`src/rtl/boot_loader_pkg.sv`:
```
// boot_loader_pkg: shared states, sync byte and bit-timing helper for the UART boot loader
package boot_loader_pkg;
  typedef enum logic [2:0] {S_SYNC, S_LEN0, S_LEN1, S_DATA, S_CSUM, S_DONE, S_ERR} state_t;
  typedef enum logic [1:0] {R_IDLE, R_START, R_DATA, R_STOP} rx_state_t;
  localparam logic [7:0] SYNC_BYTE = 8'hA5;
  function automatic int clks_per_bit(input int clk_freq, input int baud);
    return clk_freq / baud;
  endfunction
endpackage

```
`src/rtl/uart_rx_byte.sv`:
```
// uart_rx_byte: 2-FF synchronized 8N1 receiver with start-bit glitch rejection
module uart_rx_byte import boot_loader_pkg::*; #(
  parameter int CLKS_PER_BIT = 434
) (
  input  logic       i_clk,
  input  logic       i_rst_n,
  input  logic       i_rx,
  output logic [7:0] o_byte,
  output logic       o_byte_valid,
  output logic       o_frame_err
);
  localparam logic [31:0] HALF = 32'(CLKS_PER_BIT / 2 - 1);
  localparam logic [31:0] FULL = 32'(CLKS_PER_BIT - 1);
  rx_state_t   st;
  logic [1:0]  sync;
  logic        rx_q;
  logic [31:0] cnt;
  logic [2:0]  bitn;
  logic [7:0]  sh;
  // synchronize the line, time each bit and shift in data at bit centres
  always_ff @(posedge i_clk or negedge i_rst_n) begin
    if (!i_rst_n) begin
      sync <= 2'b11;
      rx_q <= 1'b1;
      st <= R_IDLE;
      cnt <= '0;
      bitn <= '0;
      sh <= '0;
      o_byte <= '0;
      o_byte_valid <= 1'b0;
      o_frame_err <= 1'b0;
    end else begin
      sync <= {sync[0], i_rx};
      rx_q <= sync[1];
      o_byte_valid <= 1'b0;
      o_frame_err <= 1'b0;
      case (st)
        R_IDLE: if (rx_q && !sync[1]) begin
          st <= R_START;
          cnt <= '0;
        end
        R_START: if (cnt == HALF) begin
          cnt <= '0;
          bitn <= '0;
          st <= sync[1] ? R_IDLE : R_DATA;
        end else cnt <= cnt + 1'b1;
        R_DATA: if (cnt == FULL) begin
          cnt <= '0;
          sh <= {sync[1], sh[7:1]};
          bitn <= bitn + 1'b1;
          if (bitn == 3'd7) st <= R_STOP;
        end else cnt <= cnt + 1'b1;
        default: if (cnt == FULL) begin
          cnt <= '0;
          o_byte <= sh;
          o_byte_valid <= 1'b1;
          o_frame_err <= !sync[1];
          st <= R_IDLE;
        end else cnt <= cnt + 1'b1;
      endcase
    end
  end
endmodule

```
`src/rtl/uart_boot_loader.sv`:
```
// uart_boot_loader: loads a checksummed program image from UART into instruction memory, then releases the core
module uart_boot_loader import boot_loader_pkg::*; #(
  parameter int CLK_FREQ       = 50000000,
  parameter int BAUD           = 115200,
  parameter int DATA_WIDTH     = 32,
  parameter int ADDR_WIDTH     = 8,
  parameter int TIMEOUT_CYCLES = 5000000
) (
  input  logic                  i_clk,
  input  logic                  i_rst_n,
  input  logic                  i_rx,
  output logic                  o_we,
  output logic [ADDR_WIDTH-1:0] o_addr,
  output logic [DATA_WIDTH-1:0] o_wdata,
  output logic                  o_core_rst_n,
  output logic                  o_done,
  output logic                  o_error
);
  localparam int LANES = DATA_WIDTH / 8;
  localparam int LW = $clog2(LANES);
  localparam logic [16:0] MAX_N = 17'(1) << ADDR_WIDTH;
  localparam logic [31:0] TO_LAST = 32'(TIMEOUT_CYCLES - 2);
  state_t                state;
  logic [7:0]            rx_byte;
  logic                  byte_valid;
  logic                  frame_err;
  logic [15:0]           len_n;
  logic [15:0]           wcnt;
  logic [LW-1:0]         lane;
  logic [DATA_WIDTH-1:0] word;
  logic [7:0]            csum;
  logic [31:0]           idle;
  logic                  active;
  logic [15:0]           len_next;
  logic [DATA_WIDTH-1:0] word_next;
  assign active = state inside {S_LEN0, S_LEN1, S_DATA, S_CSUM};
  assign len_next = {rx_byte, len_n[7:0]};
  assign word_next = {rx_byte, word[DATA_WIDTH-1:8]};
  uart_rx_byte #(.CLKS_PER_BIT(clks_per_bit(CLK_FREQ, BAUD))) u_rx (
    .i_clk       (i_clk),
    .i_rst_n     (i_rst_n),
    .i_rx        (i_rx),
    .o_byte      (rx_byte),
    .o_byte_valid(byte_valid),
    .o_frame_err (frame_err)
  );
  // loader FSM; the idle compare is offset so o_error lands TIMEOUT_CYCLES after the last byte_valid
  always_ff @(posedge i_clk or negedge i_rst_n) begin
    if (!i_rst_n) begin
      state <= S_SYNC;
      o_we <= 1'b0;
      o_addr <= '0;
      o_wdata <= '0;
      o_core_rst_n <= 1'b0;
      o_done <= 1'b0;
      o_error <= 1'b0;
      len_n <= '0;
      wcnt <= '0;
      lane <= '0;
      word <= '0;
      csum <= '0;
      idle <= '0;
    end else begin
      o_we <= 1'b0;
      idle <= (byte_valid || !active) ? '0 : idle + 1'b1;
      if (active && ((byte_valid && frame_err) || (!byte_valid && idle == TO_LAST))) begin
        state <= S_ERR;
        o_error <= 1'b1;
      end else if (byte_valid) begin
        case (state)
          S_SYNC, S_ERR: if (!frame_err && rx_byte == SYNC_BYTE) begin
            state <= S_LEN0;
            o_error <= 1'b0;
            csum <= '0;
            wcnt <= '0;
            lane <= '0;
          end
          S_LEN0: begin
            len_n[7:0] <= rx_byte;
            csum <= csum ^ rx_byte;
            state <= S_LEN1;
          end
          S_LEN1: begin
            len_n[15:8] <= rx_byte;
            csum <= csum ^ rx_byte;
            wcnt <= '0;
            lane <= '0;
            if ({1'b0, len_next} > MAX_N) begin
              state <= S_ERR;
              o_error <= 1'b1;
            end else state <= (len_next == '0) ? S_CSUM : S_DATA;
          end
          S_DATA: begin
            csum <= csum ^ rx_byte;
            word <= word_next;
            lane <= lane + 1'b1;
            if (lane == LW'(LANES - 1)) begin
              o_we <= 1'b1;
              o_addr <= wcnt[ADDR_WIDTH-1:0];
              o_wdata <= word_next;
              wcnt <= wcnt + 1'b1;
              if (wcnt == len_n - 1'b1) state <= S_CSUM;
            end
          end
          S_CSUM: if (rx_byte == csum) begin
            state <= S_DONE;
            o_done <= 1'b1;
            o_core_rst_n <= 1'b1;
          end else begin
            state <= S_ERR;
            o_error <= 1'b1;
          end
          default: ;
        endcase
      end
    end
  end
endmodule

```
`config.mk`:
```
export PLATFORM = sky130hd
export DESIGN_NAME = uart_boot_loader
export DESIGN_NICKNAME = d
export VERILOG_FILES = /design/src/rtl/boot_loader_pkg.sv /design/src/rtl/uart_rx_byte.sv /design/src/rtl/uart_boot_loader.sv
export SDC_FILE = /design/constraint.sdc
export NUM_CORES = 1
export LEC_CHECK = 0
export BUFFER_PORTS_ARGS = -buffer_cell sky130_fd_sc_hd__buf_2
export CAP_MARGIN = 5
export CORE_UTILIZATION = 55
export CTS_CLUSTER_SIZE = 12
export DETAILED_ROUTE_END_ITERATION = 12
export HOLD_SLACK_MARGIN = 0.08
export PLACE_DENSITY_LB_ADDON = 0.3
export REMOVE_ABC_BUFFERS = 1
export SETUP_SLACK_MARGIN = 0.02
export SLEW_MARGIN = 20
export SYNTH_ARGS = -nofsm -noshare
export SYNTH_HDL_FRONTEND = slang
export SYNTH_SLANG_ARGS = --single-unit
```
`constraint.sdc`:
```
create_clock -name i_clk -period 2.94 [get_ports i_clk]
set_clock_uncertainty 0.15 [all_clocks]
set_input_delay 0.294 -clock i_clk [delete_from_list [all_inputs] [get_ports i_clk]]
set_output_delay 0.294 -clock i_clk [all_outputs]
set_load 0.02 [all_outputs]
```
* Word level (Yosys, flattened, before mapping) *
Index checks and enable logic that the tools add are counted.

word-level totals
  register bits = 210
  input port bits = 3
  output and inout bits = 44

cells by class
  $add $sub $neg = 6
  order comparisons = 1
  equality and inequality tests = 26
  multiplexer cells = 45
  bitwise logic cells = 3
  reductions and logical operators = 39

operator list
  operator               count
  $mux 32                4
  $add 32x1->32 const B  2
  $pmux 32 s2            1
  $pmux 16 s3            1
  $eq 32x23->1 const B   1
  $eq 32x8->1 const B    1
  $eq 32x9->1 const B    1
  $mux 16                2
  $mux 3                 9
  $reduce_and 5->1       4
  $add 16x1->16 const B  1
  $eq 16x16->1           1
  $gt 16x9->1 const B    1
  $logic_not 16->1       1
  $mux 2                 8
  $pmux 8 s2             1
  $reduce_and 4->1       4
  $sub 16x1->16 const B  1
  $pmux 3 s5             1
  $mux 1                 13
  $pmux 2 s3             2
  $reduce_and 3->1       4
  $ne 2x1->1 const B     5
  $eq 3x3->1 const B     3
  28 further kinds       48

* Logic depth before layout (Yosys ltp) *
Gate-level depths: netlist of run 1.

  depth after elaboration = 7
  gate-level depth with buffers = 10
  gate-level depth less buffers = 9

* Hierarchy *
From an unflattened synthesis of run 1, not the netlist that was laid out.

second synthesis, totals
  cells, all modules = 911
  area total of the unflattened synthesis = 9865.7 um^2

by module, submodules not included
  module            instances  cells each  area an instance (um^2)  seq. area each (um^2)
  uart_boot_loader  1          661         7079.3                   3603.5
  uart_rx_byte      1          250         2786.4                   1455.1

* Worst setup path before layout of run 1 *
Ideal clock, no wire load.

  path type = reg2reg
  from = register len_n[0]
  to = register state[1]
  setup time = 132 ps
  data arrival time = 2358 ps
  required time = 2658 ps
  slack = 300 ps
  cell stages (with the launch flop) = 10
  clock period less this slack = 2640 ps
  cell sequence = dfrtp_1 > inv_1 > ha_1 > nor3b_1 > nand2_1 > xnor2_1 > or4_1 > nor4_2 > a31o_2 > a22oi_1

on the way
  word-level cells in the longest chain between the ends = 6

RTL lines
  what                                                                   line                    text
  start, declared                                                        uart_boot_loader.sv:27  logic [15:0] len_n;
  start signal, assigned                                                 uart_boot_loader.sv:79  len_n[7:0] <= rx_byte;
  parallel branches: the longest is 6 deep, another holds $sub 16x1->16  n/a
  end signal, assigned                                                   uart_boot_loader.sv:91  end else state <= (len_next == '0) ? S_CSUM : S_DATA;
  end, declared                                                          uart_boot_loader.sv:23  state_t state;

Several ways; the timed one is not identified. The select of a mux whose other input is x is not followed.
A chain may end at the register's enable or synchronous reset.

* Final worst setup path of run 1 *
Ends and elaborated chain as after synthesis.

==> metrics.cfg, run 1 <==
[detailed_routing]
vias = 7015
drt_iter0_drc = 425
wirelength_mm = 19.74
drcViolationCount = 0
drt_first_pass_iters = 5
drt-wirelength-per-cell_um = 15.70
vias_per_cell = 5.581
antenna_left = 0

[worst_setup_path]
worst_ep_arrival_time_ps = 2870
cp-start-kind = flip-flop
crit_required_ps = 3160
path_cells = inv_1 -> ha_1 -> nor3b_1 -> buf_4 -> nand2_1 -> xnor2_1 -> or4_1 -> nor4_2 -> a31o_2 -> a22oi_1
cpLargestDelayFamily = simple AND/OR/NAND/NOR gates
crit_path_end_kind = flip-flop
crit_slowest_cell = or4_1
max_stage_delay_ps = 530
worstSetupPathType = reg2reg
critPathLaunch = len_n[0]$_DFFE_PN0P_
crit_fanout = 6
r2r-start = len_n[0]$_DFFE_PN0P_
cp.buffers_inverters = 2

[timing]
fmax_ghz = 0.3766
fin_tns_setup_ps = 0
finalMaxSlewViolations = 0
slew_headroom = 0.5632
rsz0062_at_grt = false
fin_hold_ws_ps = 204.1
fin_crit_ps = 2655
setup_slack_ps = 285.0
period_share = 0.9031
tightest_slew_ps = 655.2
timing.final.hold_violations = 0
setup_viol = 0

[finish]
n_fill_cell = 1392
multiInputGateArea_sq_um = 4524
drive_gt1_frac = 0.2016
final_nets = 1034
seqCellArea_sq_um = 5059
num_antenna_cells = 0
final_cells = 1257
utilization = 0.6445
areaGrowthSynthToFinish_pct = 13.75
fin_area_sq_um = 11190

[place]
postPlaceCellArea_sq_um = 10440
dp_cells = 1214
pre_cts_ws_ps = 160.2
dp.final_hpwl_mm = 13.35
port_buffers = 46
gp_congestion = 0.8860

[floorplan]
die_area_sq_um = 18420
placementRows = 48
die_w_um = 135.7
die_h_um = 135.7
io_pins = 47
start_util = 0.5666
core_area_sq_um = 17360

[hold_path]
hp-class = reg2reg
hp-start = u_rx.sync[0]$_DFF_PN1_

[logic_synthesis]
synth_commonest_cells = dfrtp_1, nand2_1, nor2_1
syn_area_sq_um = 9834
ys.flop_type = dfrtp_1
synth.most_common_cell = dfrtp_1
netlist.area_leader.share = 0.5064
synth_edf_count = 0
yosys_warnings = 0
ys_seq_area_frac = 0.5144
synth_top_cell_by_area = dfrtp_1
synth.distinct_cells = 68
synthArstFlopShare = 1.000
synth_area_leaders = dfrtp_1, mux2_2, xor2_1, nand2_1, nor2_1
ys_ff_latch = 202
synthCells = 954
avgSynthCellArea_sq_um = 10.31

[power_and_ir_drop]
powerDensity_nw_per_um2 = 539.9
finalPower_mw = 6.040
peakVddDrop_mv = 0.4327
p_leak_nw = 5.400

[global_routing]
grt_overflow = 0
grt_util_all_layers = 0.2277
antenna_found_initial = 0
grt_start_max_net_pins = 84
grt_pass1_vias = 7011
grt_pass1_wl_mm = 34.04

[cts]
cts_tree = yes
clkLatencyLatePin_ps = 500
cts_root_buf = clkbuf_16
cts_setup_buffers = 0
cts_inserted_buffers = 23
clk_pin_slew_worst_paths_ps = 60
h-tree-depth = 1
cts-resized-gates = 0
cts_sinks = 202
cts_buffer_depth = 3

[outcome]
outcome = complete, no violations

[run]
maxCapViolations = 0

==> kinds of logic after synthesis <==
group	after synthesis	synth area share
simple gates	411	0.2085
flops	202	0.5144
xor+xnor	96	0.08550
compound gates	93	0.06145
mux	74	0.08461
buf+inv	63	0.02646
fa+ha+maj	15	0.01908
==> placed cells by master, fill, tap and decap left out, types with 3 or more instances in the layout <==
cell and instances:
nand4_1 30, a31o_2 3, nand2b_1 12, nor3b_1 3
o31ai_1 3, clkinv_2 4, nor4_1 12, and3_1 21
nand3_1 31, nor2b_1 6, dfrtp_1 199, clkbuf_8 5
inv_1 18, nor3_1 14, mux2_2 73, nand2_1 128
a21oi_1 14, xor2_1 55, o21ai_0 39, nor4b_1 7
or4_1 4, xnor2_1 41, a211oi_1 3, o22ai_1 3
dfstp_2 3, clkbuf_16 23, a31oi_1 3, and4_1 7
and2_1 11, ha_1 15, buf_2 45, or3_1 6
clkbuf_1 8, nor2_1 102, buf_4 31
==> state kept, by name, summed over array words and instances (netlist names) <==
| name | flops |
|---|---|
| o_done | 1 |
| u_rx.bitn | 3 |
| u_rx.sh | 8 |
| u_rx.o_byte | 8 |
| state | 3 |
| idle | 32 |
| o_we | 1 |
| u_rx.o_frame_err | 1 |
| u_rx.cnt | 32 |
| word | 24 |
| o_addr | 8 |
| len_n | 16 |
| u_rx.st | 2 |
| lane | 2 |
| u_rx.o_byte_valid | 1 |
| u_rx.sync | 2 |
| wcnt | 16 |
| o_error | 1 |
| csum | 8 |
| o_wdata | 32 |
| u_rx.rx_q | 1 |
==> routing by layer <==
layer | wire (um) | up-vias | track usage | share of wire
met5 | 0 | - | 0 | 0
met4 | 513 | 0 | 0.07116 | 0.026
met3 | 991 | 38 | 0.04639 | 0.050
met2 | 8863 | 156 | 0.3560 | 0.45
met1 | 9373 | 3408 | 0.3182 | 0.47
li1 | - | 3413 | - | -
==> final timing paths <==
check | end | slack, ps | depth (start not counted)
max | state[1]$_DFFE_PN0P_ | 290 | 10
min | u_rx.sync[1]$_DFF_PN1_ | 200 | 0
max reg2reg | state[1]$_DFFE_PN0P_ | 290 | 10
min reg2reg | u_rx.sync[1]$_DFF_PN1_ | 200 | 0
max in group asynchronous | u_rx.cnt[4]$_DFFE_PN0N_ | 1580 | 3
min in group asynchronous | o_wdata[4]$_DFFE_PN0P_ | 260 | 2
==> layout make-up <==
cell class              count  area share
flip-flops and latches    202      0.4522
multi-input cells         689      0.4044
clock buffers              35     0.05905
repair buffers             81     0.04753
well taps                 225     0.02516
inverters                  19    0.006375
clock inverters             6    0.005257
==> power by group <==
group          switching, mW  leakage, nW  total [mW]  internal, mW
registers             0.0454         2.81        2.87          2.83
clock network           1.08        0.356        2.71          1.63
logic                  0.306         2.24       0.458         0.151
total                   1.43         5.40        6.04          4.61
==> what timing repair did <==
item                       CTS  global route
setup endpoints to repair    0             1
hold endpoints to repair    76             0
hold buffers                 2             0
Power figures use the tool's default switching activity.
==> run 2, diff against run 1 <==
ABC_AREA = 1   (was unset)
CORE_UTILIZATION = 34   (was 55)
==> metrics.cfg, run 2 <==
[global_routing]
grt_pass1_vias = 8484  ; +21%
grt_util_all_layers = 0.1614  ; -0.06630
grt_overflow = 0  ; unchanged
antenna_found_initial = 0  ; unchanged
grt_pass1_wl_mm = 42.03  ; +23%
grt_start_max_net_pins = 73  ; -13%

[power_and_ir_drop]
finalPower_mw = 6.571  ; +8.8%
p_leak_nw = 5.612  ; +3.9%
peakVddDrop_mv = 0.4980  ; +15%
powerDensity_nw_per_um2 = 542.4  ; +0.45%

[detailed_routing]
vias_per_cell = 4.866  ; -13%
antenna_left = 0  ; unchanged
drcViolationCount = 0  ; unchanged
vias = 8856  ; +26%
drt_iter0_drc = 635  ; +49%
wirelength_mm = 24.86  ; +26%
drt-wirelength-per-cell_um = 13.66  ; -13%
drt_first_pass_iters = 5  ; unchanged

[run]
maxCapViolations = 0  ; unchanged

[finish]
final_nets = 1425  ; +38%
fin_area_sq_um = 12120  ; +8.3%
num_antenna_cells = 0  ; unchanged
most-common-layout-cells = nand2_1, dfrtp_1, inv_1
final_cells = 1820  ; +45%
utilization = 0.3961  ; -0.2485
n_fill_cell = 3196  ; +130%
areaGrowthSynthToFinish_pct = 14.82
reg.largest.list = idle (32), o_wdata (32), u_rx.cnt (32)
final_common_cell = nand2_1
drive_gt1_frac = 0.1039  ; -0.09762

[cts]
h-tree-depth = 1  ; unchanged
cts_tree = yes
cts_inserted_buffers = 24  ; +4.3%
clk_pin_slew_worst_paths_ps = 60  ; about the same
cts_sinks = 202  ; unchanged
clkLatencyLatePin_ps = 520  ; +20 ps
cts_setup_buffers = 0  ; unchanged
cts_root_buf = clkbuf_16
cts_buffer_depth = 3  ; unchanged

[worst_setup_path]
critPathLaunch = state[0]$_DFFE_PN0P_
crit_path_end_kind = flip-flop
worst_ep_arrival_time_ps = 2880  ; about the same
cp-start-kind = flip-flop
worstSetupPathType = reg2reg
r2r_end = wcnt[14]$_DFFE_PN0P_
reg2reg_slack_ps = 380  ; +90 ps
r2r_cells = 9  ; -1
endpoint = wcnt[14]$_DFFE_PN0P_
crit_required_ps = 3250  ; +90 ps
crit_fanout = 20  ; +14
r2r-start = state[0]$_DFFE_PN0P_

[floorplan]
placementRows = 64  ; +33%
start_util = 0.3449  ; -0.2217
die_area_sq_um = 31740  ; +72%
core_area_sq_um = 30590  ; +76%
io_pins = 47  ; unchanged
die_h_um = 178.2  ; +31%
die_w_um = 178.2  ; +31%

[outcome]
outcome = complete, no violations

[timing]
slew_headroom = 0.5939  ; +0.03068
timing.final.hold_violations = 0  ; unchanged
rsz0062_at_grt = false
finalMaxSlewViolations = 0  ; unchanged
fmax_ghz = 0.3899  ; +3.5%
setup_viol = 0  ; unchanged
fin_hold_ws_ps = 143.3  ; -60.75 ps
fin_crit_ps = 2565  ; -90.04 ps
tightest_slew_ps = 606.9  ; -48.27 ps
setup_slack_ps = 375.0  ; +90.04 ps
fin_tns_setup_ps = 0  ; unchanged
period_share = 0.8724  ; -0.03062

[logic_synthesis]
synth_edf_count = 0  ; unchanged
synthArstFlopShare = 1.000  ; unchanged
ys_ff_latch = 202  ; unchanged
synth.distinct_cells = 49  ; -28%
netlist.area_leader.share = 0.4720  ; -0.03441
synth_commonest_cells = nand2_1, dfrtp_1, inv_1
syn_area_sq_um = 10550  ; +7.3%
ys_seq_area_frac = 0.4794  ; -0.03495
synth.most_common_cell = nand2_1
synthCells = 1352  ; +42%
yosys_warnings = 0  ; unchanged
synth_area_leaders = dfrtp_1, nand2_1, inv_1, nor2_1, o21ai_0
avgSynthCellArea_sq_um = 7.804  ; -24%
synth_top_cell_by_area = dfrtp_1
ys.flop_type = dfrtp_1

[place]
postPlaceCellArea_sq_um = 11250  ; +7.7%
dp.final_hpwl_mm = 18.02  ; +35%
pre_cts_ws_ps = 359.4  ; +199.2 ps
dp_cells = 1775  ; +46%
gp_congestion = 0.9619  ; +8.6%
port_buffers = 46  ; unchanged

[hold_path]
hp-class = in2async

-- run 2: cell types whose count changed in the layout (fill, tap and decap cells not counted), sizes merged, moves of 29 or more --
cell   before  now
inv        18  159
o21ai      41  127
nor2      102  144
nand2     128  368
nand3      32   74
nor3       15   61
mux2       73    0
xnor2      41   12
-- run 2: cells by family after synthesis --
group,synth area share
and+or+nand+nor,0.2853
xor gates and xnor gates,0.03735
adders and majority gates,0.01779
buffers and inverters,0.07186
DFF,0.4794
AOI/OAI and AO/OA,0.1083
-- run 2: critical path, cell delays in order, from the launching register on --
cell	delay, ps
dfrtp_1	520
o21ai_4	360
nand2_4	110
a21oi_4	180
nand3_4	210
a21oi_4	260
o21ai_4	150
inv_2	370
nand2_1	120
nand2_1	80
-- run 2: worst min path at each step --
| stage | slack, ps | cells after the start | from | to |
|---|---|---|---|---|
| 2_1_floorplan | -150 | 0 | i_rst_n | csum[0]$_DFFE_PN0P_ |
| 5_1_grt | 170 | 2 | i_rst_n | o_addr[3]$_DFFE_PN0P_ |
| 3_5_place_dp | 140 | 1 | i_rst_n | o_addr[3]$_DFFE_PN0P_ |
| 3_3_place_gp | 130 | 1 | i_rst_n | o_addr[3]$_DFFE_PN0P_ |
| 6_report | 140 | 2 | i_rst_n | o_addr[3]$_DFFE_PN0P_ |
| 4_1_cts | 150 | 2 | i_rst_n | o_addr[3]$_DFFE_PN0P_ |
-- run 2: metal layers --
metal,part of all wire,global-route usage,vias up
met5,0,0,-
met4,0.021,0.04345,0
met3,0.042,0.02344,41
met2,0.43,0.2537,176
met1,0.50,0.2304,4135
li1,-,-,4504
-- run 2: what timing repair did --
item                                    4_1_cts  5_1_grt
endpoints found under the hold margin       177        0
hold buffers                                  2        0
endpoints found under the setup margin        0        1
resized for setup                             0        1
-- run 2: layout make-up --
| cell class | count | area, sq um | area share |
|---|---|---|---|
| Sequential cell | 202 | 5059 | 0.4175 |
| Tap cell | 396 | 495.5 | 0.04090 |
| Timing Repair Buffer | 61 | 381.6 | 0.03150 |
| Clock buffer | 31 | 666.9 | 0.05504 |
| Inverter | 159 | 596.8 | 0.04926 |
| Clock inverter | 12 | 173.9 | 0.01436 |
| Multi-Input combinational cell | 959 | 4742 | 0.3914 |
-- run 2: report_power, final --
| part | switching [mW] | leakage, nW | internal, mW |
|---|---|---|---|
| registers | 0.0405 | 2.81 | 2.82 |
| clock network | 1.18 | 0.415 | 1.95 |
| logic | 0.432 | 2.39 | 0.153 |
| total | 1.65 | 5.61 | 4.92 |
